--- src/rtl/LoadStoreUnitTypes.sv ---
// Shared load/store unit types: address/data paths, drain-buffer entry, FSM states.
package LoadStoreUnitTypes;

  typedef logic [29:0] LSQ_BlockAddrPath;       // word-granular block address
  typedef logic [31:0] LSQ_BlockDataPath;
  typedef logic [3:0]  LSQ_WordByteEnablePath;
  typedef logic [31:0] PhyAddrPath;

  localparam int STORE_DRAIN_DEPTH     = 4;
  localparam int LOCK_CYCLES_TO_REPLAY = 5;

  typedef struct packed {
    LSQ_BlockAddrPath      addr;
    LSQ_BlockDataPath      data;
    LSQ_WordByteEnablePath byteWE;
  } StoreDrainEntry;

  typedef enum logic [1:0] {
    SDB_IDLE    = 2'd0,
    SDB_REQ     = 2'd1,
    SDB_BACKOFF = 2'd2
  } StoreDrainState;

  // Block address -> byte address of the word
  function automatic PhyAddrPath LSQ_ToFullAddrFromBlockAddr(input LSQ_BlockAddrPath a);
    return {a, 2'b00};
  endfunction

endpackage

--- src/rtl/store_drain_forward_select.sv ---
// Per-byte store-to-load forwarding: youngest matching valid entry wins per byte.
module store_drain_forward_select
  import LoadStoreUnitTypes::*;
#(
  parameter int DEPTH = 4
) (
  input  StoreDrainEntry        entries [DEPTH],
  input  logic [$clog2(DEPTH)-1:0] head,
  input  logic [$clog2(DEPTH):0]   count,
  input  LSQ_BlockAddrPath      ld_addr,
  output LSQ_WordByteEnablePath byte_hit,
  output LSQ_BlockDataPath      data
);

  localparam int IDX_W = $clog2(DEPTH);

  logic [IDX_W-1:0] idx;

  // Walk oldest -> youngest so a younger match overwrites an older one per byte
  always_comb begin
    byte_hit = '0;
    data     = '0;
    idx      = '0;
    for (int i = 0; i < DEPTH; i++) begin
      idx = head + IDX_W'(i);
      if (((IDX_W+1)'(i) < count) && (entries[idx].addr == ld_addr)) begin
        for (int b = 0; b < 4; b++) begin
          if (entries[idx].byteWE[b]) begin
            byte_hit[b]    = 1'b1;
            data[8*b +: 8] = entries[idx].data[8*b +: 8];
          end
        end
      end
    end
  end

endmodule

--- src/rtl/store_drain_buffer.sv ---
// Committed-store FIFO draining to the D-cache with miss backoff and load forwarding.
module store_drain_buffer
  import LoadStoreUnitTypes::*;
#(
  parameter int DEPTH        = STORE_DRAIN_DEPTH,
  parameter int RETRY_CYCLES = LOCK_CYCLES_TO_REPLAY
) (
  input  logic                  clk,
  input  logic                  rst,
  input  logic                  commitValid,
  input  LSQ_BlockAddrPath      commitAddr,
  input  LSQ_BlockDataPath      commitData,
  input  LSQ_WordByteEnablePath commitByteWE,
  output logic                  commitReady,
  output logic                  dcWrReq,
  output PhyAddrPath            dcWrAddr,
  output LSQ_BlockDataPath      dcWrData,
  output LSQ_WordByteEnablePath dcWrByteWE,
  input  logic                  dcWrAck,
  input  logic                  dcWrMiss,
  input  LSQ_BlockAddrPath      ldAddr,
  output LSQ_WordByteEnablePath fwdByteHit,
  output LSQ_BlockDataPath      fwdData,
  output logic                  empty
);

  localparam int IDX_W = $clog2(DEPTH);
  localparam int CNT_W = $clog2(RETRY_CYCLES + 1);

  StoreDrainEntry   mem [DEPTH];
  logic [IDX_W:0]   head_ptr, tail_ptr, count, count_next;
  StoreDrainState   state;
  logic [CNT_W-1:0] retry_cnt;
  logic             fifo_empty, full, push, pop;
  StoreDrainEntry   head_entry;

  assign count       = tail_ptr - head_ptr;
  assign fifo_empty  = (head_ptr == tail_ptr);
  assign full        = (head_ptr[IDX_W] != tail_ptr[IDX_W]) &&
                       (head_ptr[IDX_W-1:0] == tail_ptr[IDX_W-1:0]);
  // Ready comes only from registered pointers, so a same-cycle pop cannot open a full FIFO
  assign commitReady = !full;
  assign push        = commitValid && commitReady;
  assign pop         = (state == SDB_REQ) && dcWrAck;
  assign count_next  = count - (IDX_W+1)'(pop) + (IDX_W+1)'(push);
  assign head_entry  = mem[head_ptr[IDX_W-1:0]];

  // Entry storage: write at tail on accept; contents need no reset since validity lives in the pointers
  always_ff @(posedge clk) begin
    if (!rst && push)
      mem[tail_ptr[IDX_W-1:0]] <= '{addr: commitAddr, data: commitData, byteWE: commitByteWE};
  end

  // Head/tail pointers with wrap bit
  always_ff @(posedge clk) begin
    if (rst) begin
      head_ptr <= '0;
      tail_ptr <= '0;
    end else begin
      if (push) tail_ptr <= tail_ptr + 1'b1;
      if (pop)  head_ptr <= head_ptr + 1'b1;
    end
  end

  // Drain FSM: BACKOFF spends RETRY_CYCLES cycles (counter RETRY_CYCLES-1 down to 0)
  always_ff @(posedge clk) begin
    if (rst) begin
      state     <= SDB_IDLE;
      retry_cnt <= '0;
    end else begin
      case (state)
        SDB_IDLE:    if (!fifo_empty) state <= SDB_REQ;
        SDB_REQ: begin
          if (dcWrAck) begin
            state <= (count_next != '0) ? SDB_REQ : SDB_IDLE;
          end else if (dcWrMiss) begin
            retry_cnt <= CNT_W'(RETRY_CYCLES - 1);
            state     <= SDB_BACKOFF;
          end
        end
        SDB_BACKOFF: begin
          if (retry_cnt == '0) state <= SDB_REQ;
          else                 retry_cnt <= retry_cnt - CNT_W'(1);
        end
        default:     state <= SDB_IDLE;
      endcase
    end
  end

  assign dcWrReq    = (state == SDB_REQ);
  assign dcWrAddr   = dcWrReq ? LSQ_ToFullAddrFromBlockAddr(head_entry.addr) : '0;
  assign dcWrData   = dcWrReq ? head_entry.data   : '0;
  assign dcWrByteWE = dcWrReq ? head_entry.byteWE : '0;
  assign empty      = fifo_empty && (state == SDB_IDLE);

  store_drain_forward_select #(.DEPTH(DEPTH)) u_fwd (
    .entries  (mem),
    .head     (head_ptr[IDX_W-1:0]),
    .count    (count),
    .ld_addr  (ldAddr),
    .byte_hit (fwdByteHit),
    .data     (fwdData)
  );

endmodule

--- config.mk ---
export PLATFORM = sky130hd
export DESIGN_NAME = store_drain_buffer
export DESIGN_NICKNAME = d
export VERILOG_FILES = /design/src/rtl/LoadStoreUnitTypes.sv /design/src/rtl/store_drain_forward_select.sv /design/src/rtl/store_drain_buffer.sv
export SDC_FILE = /design/constraint.sdc
export NUM_CORES = 1
export LEC_CHECK = 0
export CAP_MARGIN = 20
export CORE_AREA = 3 3 185 187
export CTS_CLUSTER_DIAMETER = 60
export DETAILED_ROUTE_END_ITERATION = 8
export DIE_AREA = 0 0 188 190
export PLACE_DENSITY = 0.81
export RECOVER_POWER = 25
export SLEW_MARGIN = 20
export SYNTH_ARGS = -nofsm -noshare
export SYNTH_HDL_FRONTEND = slang
export SYNTH_SLANG_ARGS = --single-unit
export TNS_END_PERCENT = 100
--- constraint.sdc ---
create_clock -name clk -period 6.6 [get_ports clk]
set_clock_uncertainty 0.2 [all_clocks]
set_input_delay 1.32 -clock clk [delete_from_list [all_inputs] [get_ports clk]]
set_output_delay 1.32 -clock clk [all_outputs]
set_load 0.02 [all_outputs]
==> results.py <==
metrics = {
    "outcome": {
        "outcome": "completed",
    },
    "setup_path": {
        "regToRegStartpoint": "state[1]",
        "reg2reg_depth": 13,
        "cp-end-kind": "primary output",
        "crit_cells": 11,
        "endpoint": "fwdData[1]",
        "slowest_stage": "clkdlybuf4s50_1",
        "cp_top_family": "compound AO/OA/AOI/OAI gates",
        "cp_data_arrival_time_ps": 4960,
        "crit_chain": "buf_6, mux4_2, xnor2_1, nand4_1, a2111oi_4, o2111ai_4, o21ai_4, buf_12, a221o_1, o221a_1, clkdlybuf4s50_1",
        "reg2reg_slack_ps": 2520,
        "cp.buffers_inverters": 3,
        "worstSetupStartpointType": "register",
        "max_stage_delay_ps": 620,
        "startpoint": "head_ptr[0]",
        "r2r-end": "state[0]",
        "cp_data_required_time_ps": 5080,
        "crit_type": "reg -> out",
        "crit_fanout": 27,
    },
    "place": {
        "routabilityCongestion": 0.945,
        "portBuffers": 205,
        "dpl_cell_area_mm2": 0.0213,
        "dp.cells": 1803,
        "post-dp-hpwl_mm": 34.4,
    },
    "floorplan": {
        "start_util_pct": 57.6,
        "dieArea_mm2": 0.0357,
        "core_mm2": 0.0326,
        "die_w_um": 188,
        "top_level_ports": 208,
        "fp.dieH_um": 190,
        "row_count": 66,
    },
    "pwr": {
        "clkPwrFrac_pct": 32.9,
        "p_total_w": 0.00569,
        "ir_drop_mv": 0.183,
        "p_leak_nw": 6.98,
        "power_density_mw_per_mm2": 251,
        "internal-power_w": 0.00398,
        "p_comb_share_pct": 31.6,
        "netSwitchingFraction_pct": 30.0,
        "p_sw_w": 0.00171,
        "pwr-share-seq_pct": 35.5,
    },
    "sta": {
        "hold_viol": 0,
        "maxSlewViolCount": 0,
        "fin_crit_ps": 6480,
        "period_share_pct": 98.2,
        "fin_tns_setup_ps": 0,
        "setup_violations": 0,
        "maxSlewHeadroom_pct": 27.0,
        "worst_slew_pin_slew_ps": 1090,
        "fmax_mhz": 154,
    },
    "min_path": {
        "min_from": "tail_ptr[2]",
        "hold_class": "reg -> reg",
    },
    "logic_synthesis": {
        "synth_largest_area_cell": "edfxtp_1",
        "synthDistinctLibCells": 79,
        "synthCells": 1209,
        "synth_edf_count": 264,
        "syn_avg_cell_area_um2": 15.6,
        "ys.flop_type": "edfxtp_1",
        "synth_seq_cells": 275,
        "synth.cell_area_mm2": 0.0188,
        "yosys_warnings": 0,
        "seq_area_frac_synth_pct": 43.3,
        "synthTopCellsByArea": "edfxtp_1 42%, mux4_2 27%, xnor2_1 4.1%, mux2i_1 4.0%, and2_1 2.3%",
        "async_flop_share_pct": 0,
        "synth.top_cell.area_share_pct": 42.2,
    },
    "flow_run": {
        "drv_cap": 0,
    },
    "finish": {
        "n_fill_cell": 2195,
        "fin_nets": 1529,
        "syn2layout_area_growth_pct": 20.7,
        "drive_above_1_share_pct": 27.3,
        "final_area_mm2": 0.0227,
        "fin_cells": 1888,
    },
    "clock_tree": {
        "cts_hold_buf": 0,
        "tritoncts": "yes",
        "clk_pin_slew_ps": 50,
        "numCtsBuffers": 36,
        "cts.path.max_buffers": 3,
        "htree_levels": 2,
        "cts_sinks": 275,
        "clock_latency_ps": 510,
        "cts_root_buf": "clkbuf_16",
    },
    "routing": {
        "routedWlPerCell_um": 27.1,
        "ant_nets": 0,
        "drtPass1Iterations": 8,
        "wl_mm": 51.1,
        "vias": 13000,
        "avgViaCountPerCell": 6.90,
        "drc": 0,
        "drtIter0Drc": 1396,
    },
    "grt": {
        "grt_usage_pct": 28.2,
        "grt_first_pass_wirelength_mm": 77.2,
        "grt.overflow.total": 0,
        "grt_antenna_before_repair": 9,
        "grt_max_degree": 108,
        "grt_pass1_vias": 13100,
    },
}
-- cell type report --
type	instances	area [µm²]	area share, %
well taps	442	553	2.44
diodes	7	17.5	0.0772
multi-input cells	803	9990	44.0
clock inverters	22	194	0.854
clock buffers	42	945	4.16
inverters	22	83.8	0.369
flip-flops and latches	275	8160	35.9
repair buffers	275	2760	12.1
-- flip-flops by register name, indices dropped and copies added (netlist names) --
signal,flops
mem,264
head_ptr,3
retry_cnt,3
tail_ptr,3
state,2
-- routing by layer --
layer / up-vias / wire (µm) / GRT usage, %
li1: 5508 / - / -
met4: 10 / 1870 / 11.2
met5: - / 67 / 0
met3: 133 / 5300 / 7.44
met1: 6646 / 19500 / 38.0
met2: 725 / 24400 / 44.4
-- repair_timing --
item                       4_1_cts  5_1_grt
setup buffers                    1       11
pin swaps                        1        2
setup endpoints to repair       24       32
cloned                           0        2
gates resized for setup          1        6
-- how the worst min path moves through the flow --
stage                     slack, ps  depth (start not counted)            to
after CTS                       340                          2  retry_cnt[0]
after global placement          280                          2  retry_cnt[1]
final                           350                          2   tail_ptr[2]
after global routing            380                          2  retry_cnt[2]
after detailed placement        290                          2  retry_cnt[1]
after floorplan                 260                          2  retry_cnt[1]
-- worst min-delay path, cell delays in order, from the launching register on --
cell and delay, ps:
dfxtp_1 360, xor2_1 80, nor2_1 70
-- per-stage QoR --
step                util (%)  hold slack, ps  worst slack [ps]
floorplan                  -             264              1260
global placement        65.2             281              83.7
detailed placement      65.2             286              54.3
CTS                     68.8             338              11.5
global route            69.6             380             -15.9
finish                  69.6             351               116
-- cell families (layout without fill, tap and decap cells) --
kind of cell	Yosys count	count (layout)	share of synthesized area, %
flip-flops	275	275	43.3
AND/OR/NAND/NOR	212	212	6.91
multiplexers	310	310	31.8
other	1	9	0.0199
adder cells (fa/ha/maj)	15	15	1.08
buffers and inverters	132	361	3.72
XOR/XNOR	114	114	5.31
AO/OA/AOI/OAI	150	150	7.85
-- layout by cell type (no fill, tap or decap), types with 7 or more instances in the layout --
master,count
a21oi_1,11
and2_1,64
clkdlybuf4s50_1,162
xnor2_1,87
o221ai_1,9
nand3_1,12
nand2b_1,12
clkbuf_16,39
nor2_1,25
dfxtp_1,9
inv_1,21
o221a_1,30
nand4_1,19
edfxtp_1,264
and3_1,8
diode_2,7
clkinv_1,8
dlygate4sd3_1,42
nor3_1,12
xor2_1,27
nand2_1,24
mux4_2,229
mux2i_1,76
a221o_1,29
ha_1,12
buf_4,57
-- cells in the mapped netlist, types with 3 or more instances --
library cell,n
inv_1,21
nor3b_1,4
xnor2_1,87
nand4_1,19
dfxtp_1,11
a211oi_1,5
o22ai_1,4
nand3_1,12
o221a_1,30
o21ai_4,4
buf_1,11
o2111ai_1,3
and2_1,68
mux4_2,229
buf_4,11
nand4b_1,3
mux2_2,4
nand2b_1,12
ha_1,13
nand3_4,4
a221o_1,29
and3_1,9
a2bb2oi_1,3
a311oi_2,4
buf_6,13
o21ai_0,5
a22oi_1,4
buf_2,27
a31oi_1,4
nand2_1,24
mux2i_1,76
clkbuf_1,43
a211o_1,6
edfxtp_1,264
a222oi_1,4
a21oi_1,11
clkbuf_2,3
nor2_1,25
nor3_1,12
o221ai_1,9
xor2_1,27
-- power by group through the flow --
stage | clock network [W] | logic (W) | registers [W]
5_1_grt | 0.00196 | 0.00191 | 0.00203
3_3_place_gp | 0 | 0.00173 | 0.00204
6_report | 0.00187 | 0.00180 | 0.00202
4_1_cts | 0.00189 | 0.00177 | 0.00202
2_1_floorplan | 0 | 0.00126 | 0.00203
3_5_place_dp | 0 | 0.00174 | 0.00205
(Power assumes the default switching activity.)
